--- config.mk ---
export PLATFORM = sky130hd
export DESIGN_NAME = alu_reservation_station
export DESIGN_NICKNAME = d
export VERILOG_FILES = /design/src/rtl/alu_reservation_station.sv
export SDC_FILE = /design/constraint.sdc
export NUM_CORES = 1
export LEC_CHECK = 0
export CAP_MARGIN = 20
export CORE_ASPECT_RATIO = 0.5
export CORE_MARGIN = 3
export CORE_UTILIZATION = 35
export DETAILED_ROUTE_END_ITERATION = 10
export DONT_BUFFER_PORTS = 1
export PLACE_DENSITY_LB_ADDON = 0.15
export RECOVER_POWER = 25
export SLEW_MARGIN = 15
export SYNTH_ARGS = -nofsm -noshare
export SYNTH_HDL_FRONTEND = slang
export SYNTH_SLANG_ARGS = --single-unit
--- constraint.sdc ---
create_clock -name clk -period 6.4 [get_ports clk]
set_input_delay 1.92 -clock clk [delete_from_list [all_inputs] [get_ports clk]]
set_output_delay 1.92 -clock clk [all_outputs]
set_load 0.05 [all_outputs]
--- src/rtl/alu_reservation_station.sv ---
// rtl/alu_reservation_station.sv - four-entry ALU reservation station with CDB wakeup and registered issue
// Define ALU_RS_AGE_PRIORITY_EN for oldest-first selection; otherwise lowest-index eligible wins.
module alu_reservation_station #(
  parameter int WIDTH   = 31,
  parameter int A_WIDTH = 3,
  parameter int ROB     = 2,
  parameter int ALU     = 3
) (
  input  logic               clk,
  input  logic               resetN,
  input  logic               flush,
  input  logic [ALU:0]       ALURequests,
  input  logic [WIDTH:0]     value1,
  input  logic [WIDTH:0]     value2,
  input  logic               ready1,
  input  logic               ready2,
  input  logic [ROB:0]       rob1,
  input  logic [ROB:0]       rob2,
  input  logic [ROB:0]       destRob,
  input  logic [A_WIDTH:0]   aluCntrl,
  input  logic               cdbValid,
  input  logic [ROB:0]       cdbTag,
  input  logic [WIDTH:0]     cdbValue,
  input  logic               aluReady,
  output logic [ALU:0]       ALUBusyVector,
  output logic               issueValid,
  output logic [WIDTH:0]     issueA,
  output logic [WIDTH:0]     issueB,
  output logic [A_WIDTH:0]   issueCntrl,
  output logic [ROB:0]       issueRob
);
  localparam int N  = ALU + 1;
  localparam int SW = (N > 1) ? $clog2(N) : 1;

  logic [ALU:0]     r_valid;
  logic [ALU:0]     r_rdy1;
  logic [ALU:0]     r_rdy2;
  logic [WIDTH:0]   r_val1  [N];
  logic [WIDTH:0]   r_val2  [N];
  logic [ROB:0]     r_tag1  [N];
  logic [ROB:0]     r_tag2  [N];
  logic [A_WIDTH:0] r_cntrl [N];
  logic [ROB:0]     r_dest  [N];
`ifdef ALU_RS_AGE_PRIORITY_EN
  logic [2:0]       r_age   [N];
  logic [2:0]       w_best_age;
`endif

  logic             r_issue_valid;
  logic [WIDTH:0]   r_issue_a;
  logic [WIDTH:0]   r_issue_b;
  logic [A_WIDTH:0] r_issue_cntrl;
  logic [ROB:0]     r_issue_rob;

  logic [ALU:0]     w_elig;
  logic [ALU:0]     w_free;
  logic             w_any;
  logic             w_load;
  logic [SW-1:0]    w_sel;
  logic             w_disp_rdy1;
  logic             w_disp_rdy2;
  logic [WIDTH:0]   w_disp_val1;
  logic [WIDTH:0]   w_disp_val2;

  assign w_elig = r_valid & r_rdy1 & r_rdy2;
  assign w_load = !r_issue_valid || aluReady;

  // Operands not ready at dispatch can still be captured from a same-cycle broadcast.
  assign w_disp_rdy1 = ready1 || (cdbValid && cdbTag == rob1);
  assign w_disp_rdy2 = ready2 || (cdbValid && cdbTag == rob2);
  assign w_disp_val1 = ready1 ? value1 : cdbValue;
  assign w_disp_val2 = ready2 ? value2 : cdbValue;

  always_comb begin
    w_any = 1'b0;
    w_sel = '0;
`ifdef ALU_RS_AGE_PRIORITY_EN
    w_best_age = '0;
`endif
    for (int i = 0; i < N; i++) begin
`ifdef ALU_RS_AGE_PRIORITY_EN
      // Strictly-greater comparison keeps the lowest index on an age tie.
      if (w_elig[i] && (!w_any || r_age[i] > w_best_age)) begin
        w_any      = 1'b1;
        w_sel      = SW'(i);
        w_best_age = r_age[i];
      end
`else
      if (w_elig[i] && !w_any) begin
        w_any = 1'b1;
        w_sel = SW'(i);
      end
`endif
    end
  end

  assign w_free = (w_load && w_any) ? ((N)'(1) << w_sel) : '0;

  always_ff @(posedge clk) begin
    if (!resetN || flush) begin
      r_valid       <= '0;
      r_issue_valid <= 1'b0;
      r_issue_a     <= '0;
      r_issue_b     <= '0;
      r_issue_cntrl <= '0;
      r_issue_rob   <= '0;
    end else begin
      for (int i = 0; i < N; i++) begin
        if (ALURequests[i] && !r_valid[i]) begin
          r_valid[i] <= 1'b1;
          r_rdy1[i]  <= w_disp_rdy1;
          r_rdy2[i]  <= w_disp_rdy2;
          r_val1[i]  <= w_disp_val1;
          r_val2[i]  <= w_disp_val2;
          r_tag1[i]  <= rob1;
          r_tag2[i]  <= rob2;
          r_cntrl[i] <= aluCntrl;
          r_dest[i]  <= destRob;
`ifdef ALU_RS_AGE_PRIORITY_EN
          r_age[i]   <= '0;
`endif
        end else if (r_valid[i]) begin
          if (w_free[i]) r_valid[i] <= 1'b0;
          if (!r_rdy1[i] && cdbValid && cdbTag == r_tag1[i]) begin
            r_rdy1[i] <= 1'b1;
            r_val1[i] <= cdbValue;
          end
          if (!r_rdy2[i] && cdbValid && cdbTag == r_tag2[i]) begin
            r_rdy2[i] <= 1'b1;
            r_val2[i] <= cdbValue;
          end
`ifdef ALU_RS_AGE_PRIORITY_EN
          if (!w_free[i] && r_age[i] != 3'd7) r_age[i] <= r_age[i] + 3'd1;
`endif
        end
      end
      if (w_load) begin
        r_issue_valid <= w_any;
        if (w_any) begin
          r_issue_a     <= r_val1[w_sel];
          r_issue_b     <= r_val2[w_sel];
          r_issue_cntrl <= r_cntrl[w_sel];
          r_issue_rob   <= r_dest[w_sel];
        end
      end
    end
  end

  assign ALUBusyVector = r_valid;
  assign issueValid    = r_issue_valid;
  assign issueA        = r_issue_a;
  assign issueB        = r_issue_b;
  assign issueCntrl    = r_issue_cntrl;
  assign issueRob      = r_issue_rob;

endmodule

# Yosys cells after proc, flatten, opt, wreduce, memory -nomap -nowiden
# Memory sizes are Yosys's and may differ from the RTL's. A register that Yosys moved wholly into a read port is not among the register bits.
# Cells that the tools add are included.
[classes] reduce_logical=68 n_mux=106 n_shift=1 n_bitwise=11 eq_ne=10
[ops] op="two-way mux 32 bit" count=10
[ops] op="two-way mux 1 bit" count=93
[ops] op="== test 3 bit" count=10
[ops] op="logical AND 1 bit" count=26
[ops] op="AND reduction 3 bit" count=8
[ops] op="nonzero test 2 bit" count=12
[ops] op="logical NOT 1 bit" count=17
[ops] op="AND 4 bit" count=2
[ops] op="bitwise OR 1 bit" count=8
[ops] op="logical OR 1 bit" count=4
[ops] op="two-way mux 2 bit" count=2
[ops] op="two-way mux 4 bit" count=1
[ops] op="left shift 1 x 2 -> 4 bit, first input constant" count=1
[ops] op="AND reduction 2 bit" count=1
[ops] op="NOT 1 bit" count=1
[totals] n_memories=6 ram_bits=308 register_bits=13 output_inout_bits=76 inputBits=123 elab_cells=212
[mem_list] memory="r_val1" depth=4 word_bits=32 read_ports=1 rd_clocked_by_memory_dff=1 write_ports=4 line="38" text="logic [WIDTH:0] r_val1 [N];"
[mem_list] memory="r_val2" depth=4 word_bits=32 read_ports=1 rd_clocked_by_memory_dff=1 write_ports=4 line="39" text="logic [WIDTH:0] r_val2 [N];"
[mem_list] memory="r_cntrl" depth=4 word_bits=4 read_ports=1 rd_clocked_by_memory_dff=1 write_ports=4 line="42" text="logic [A_WIDTH:0] r_cntrl [N];"
[mem_list] memory="r_dest" depth=4 word_bits=3 read_ports=1 rd_clocked_by_memory_dff=1 write_ports=4 line="43" text="logic [ROB:0] r_dest [N];"
[mem_list] memory="r_tag1" depth=4 word_bits=3 read_ports=4 rd_clocked_by_memory_dff=0 write_ports=4 line="40" text="logic [ROB:0] r_tag1 [N];"
[mem_list] memory="r_tag2" depth=4 word_bits=3 read_ports=4 rd_clocked_by_memory_dff=0 write_ports=4 line="41" text="logic [ROB:0] r_tag2 [N];"

# Longest topological paths before layout
[logic_depth] depth_word=17 mapped_depth=7

# Worst setup path before layout
# OpenSTA, ideal clock, no wires.
[synth_path] kind="input to register" startpoint="in cdbTag[1]" endpoint="mem r_val2[1][0] in the netlist's numbering (enable)" slack_ns=0.870 arrival_time_ns=5.064 n_path_buf=1 cell_stages=4 cell_sequence="buf_4 xor2_1 or4_4 o21ai_0"
[synth_rtl] item="start: declaration" line="22" text="input logic [ROB:0] cdbTag,"
[synth_rtl] item="end: declaration" line="39"

==> results.txt <==
Worst VDD drop = 0.148 mV
Synth Area in XOR/XNOR = 1.47%
Worst R2R Start = r_rdy2[2]$_SDFFCE_PN1P_
Status = complete, but fails checks
HP Class = reg2reg
ANT nets after route = 0
Slowest CP cell = clkbuf_1
Drt drc = 0
RSZ-0062 raised after global routing = false
# rows = 57
Die ar. = 0.0539 mm²
Cts repair resizes = 0
Port Buffers = 0
PD cells = 285 mW/mm²
Synth Area in Adders = 0%
Initial antenna violation count = 0
Post-DP HPWL = 32800 µm
Mapped Nets = 1444
Post-layout nets = 1405
Average wire per standard cell = 29.0 µm
Main combinational cell family by area after synthesis = multiplexers
Hold_ws = 0.508 ns
Post-synthesis sequential area ratio = 61.7%
Mux contribution to synthesized area = 16.1%
Max incr delay on CP = 1.84 ns
Reg power frac = 51.7%
CP Cell Sequence = and2b_1 > nand2_1 > o21ai_4 > clkbuf_1
Largest net degree at the start of global routing = 72
Post-synthesis compound-gate area fraction = 13.5%
First-pass GRT wire length = 83100 µm
Avg Cell Area, Syn = 13.5 µm²
Worst slew margin = -72.2%
Fin crit period = 4.74 ns
Final WL = 57800 µm
Combinational group share of total power = 7.0%
Diode count = 0
CP Max Fanout = 32
Final setup fails = 0
Ports = 199
CTS tree = built
GP Congestion = 0.804
Synth Area in Simple Gates = 4.15%
DRT Pass-1 Iters = 5
Vias per std cell = 5.83
Seq cells post-synth = 392
Worst-margin pin slew = 2.58 ns
Synth warnings = 0
Die width = 325 µm
Total congestion overflow = 0
Setup TNS Final = 0 ns
CTS Root Cell = clkbuf_16
CTS hold repair buffers = 0
Critical Setup Path Class = in2reg
Synth Flop Type = edfxtp_1
Total number of vias = 11604
Layout Skew = 0.0129 ns
DR iter-0 viols = 968
Final slew viol count = 132
Int Power = 4.37 mW
R2R cell count = 3
Critical Path End Type = register
Clk_lat worst skew = 0.55 ns
Post-route clock period utilization = 74.1%
CTS buffer count = 40
WP buf/inv = 1
Gate count of the mapped netlist = 1321
Area of placed instances = 0.0186 mm²
Asr flop ratio synth = 0%
Vias in the first global route = 11716
Largest area contributor in the netlist = edfxtp_1
Share of layout cells above drive strength 1 = 25.6%
Area growth from synthesis to layout = 11.4%
Leak = 6.77 nW
Clock buffer depth = 3
Max-cap violations = 3
Crit path launch type = input port
Worst R2R End = r_val2[2][28]$_DFFE_PP_
H-tree Lvls = 2
Post-Synthesis Cell Area = 0.0179 mm²
Yosys cell types = 44
Critical path data required time = 6.51 ns
CTS Sinks = 392
CP top delay family = buffers and inverters
Worst min-delay path startpoint = r_val1[3][23]$_DFFE_PP_
All-layer global routing usage = 20.7%
Fin area = 0.0199 mm²
Crit path capture = r_val2[2][28]$_DFFE_PP_
Failing checks = max-capacitance violations, max-slew violations
Critical path data arrival time = 4.85 ns
Placeable Area = 0.0494 mm²
Synth area leaders = edfxtp_1 (53%), mux2_2 (15%), dfxtp_1 (8.5%)
Stages on worst setup path = 4
Post-CTS Setup Repair Bufs = 0
Clock transition at path regs = 0.06 ns
Die H = 166 µm
NetSw = 1.30 mW
Post-synth EDFFs = 316
Worst setup path startpoint = flush
Starting density of the core = 36.1%
Clock power frac = 41.3%
Sw Ratio = 23.0%
Synth cell count leaders = edfxtp_1 (316), mux2_2 (235), a31oi_1 (125)
Most common cell in the netlist = edfxtp_1
Share of the synthesized area in the top cell type = 53.2%
Final hold violations = 0
FMAX = 211 MHz
R2r setup slk = 2.58 ns
## sequential cells by signal, summed over array words and instances, names as in the netlist, 12 cells and up
name / count
issueB: 32
r_val2: 128
r_tag1: 12
r_dest: 12
r_tag2: 12
issueA: 32
r_cntrl: 16
r_val1: 128
## final cells by class
class | count | area [µm²]
Fill cell | 4608 | 29500
Tap cell | 678 | 848
Clock inverter | 20 | 188
Timing Repair Buffer | 28 | 278
Inverter | 6 | 22.5
Multi-Input combinational cell | 814 | 6460
Clock buffer | 52 | 1080
Sequential cell | 392 | 11000
## kinds of logic (layout without fill, tap and decap cells)
logic type / count (synthesis) / count (layout)
xor+xnor: 30 / 30
compound gates: 381 / 381
simple gates: 147 / 147
mux: 256 / 256
flops: 392 / 392
buf+inv: 115 / 106
## per-stage QoR
| step | util (%) | setup WS (ns) | power (mW) | cells |
|---|---|---|---|---|
| 2_1_floorplan | - | 0.870 | 3.26 | 1321 |
| 3_3_place_gp | 37.5 | 2.06 | 3.37 | 1913 |
| 3_5_place_dp | 37.6 | 2.04 | 3.38 | 1915 |
| 4_1_cts | 40.2 | 2.62 | 5.72 | 1987 |
| 5_1_grt | 40.2 | 1.41 | 5.86 | 1990 |
| 6_report | 40.2 | 1.66 | 5.68 | 1990 |
## layer usage
layer / GRT usage [%] / vias to the layer above / part of all wire (%)
met4: 5.25 / 0 / 2.2
met1: 26.7 / 6046 / 42
li1: - / 5098 / -
met3: 4.90 / 78 / 6.8
met2: 35.1 / 382 / 49
met5: 0 / - / 0
## worst reg2reg max path: cells and delay by family, from the launching register on
family                 cells  cell delay, ns
AO/OA/AOI/OAI              1            0.16
buffers and inverters      1            1.84
flip-flops                 1            0.62
AND/OR/NAND/NOR            1            0.73
## power groups by stage
| stage | clock network, mW | registers [mW] | logic (mW) |
|---|---|---|---|
| after global routing | 2.49 | 2.94 | 0.425 |
| final | 2.35 | 2.93 | 0.396 |
| after floorplan | 0 | 2.98 | 0.286 |
| after detailed placement | 0 | 2.99 | 0.393 |
| after CTS | 2.40 | 2.94 | 0.394 |
| after global placement | 0 | 2.99 | 0.381 |
## how the worst min path moves through the flow
stage                     slack [ns]                      end  cells past startpoint
final                           0.51  issueA[23]$_SDFFE_PN0N_                      2
after global routing            0.53  issueB[24]$_SDFFE_PN0N_                      2
after CTS                       0.51  issueA[23]$_SDFFE_PN0N_                      2
after detailed placement        0.49  issueA[23]$_SDFFE_PN0N_                      2
after global placement          0.48  issueB[24]$_SDFFE_PN0N_                      2
after floorplan                 0.48   issueA[0]$_SDFFE_PN0N_                      2
## placed cells by master, fill, tap and decap left out, types with 6 or more instances in the layout
master       n
a211oi_1    10
a21o_1      55
a21oi_1     18
a31oi_1    120
and2_1       9
and4b_1      9
buf_4       20
clkbuf_1    12
clkbuf_16   41
clkinv_1    10
clkinv_2     6
dfxtp_1     76
edfxtp_1   316
inv_1        6
mux2_1      21
mux2_2     235
nand2_1     81
nand3_1     10
nor3_1       7
o21ai_0     88
o22ai_1     55
xnor2_1     18
xor2_1      12
(Power assumes the default switching activity.)
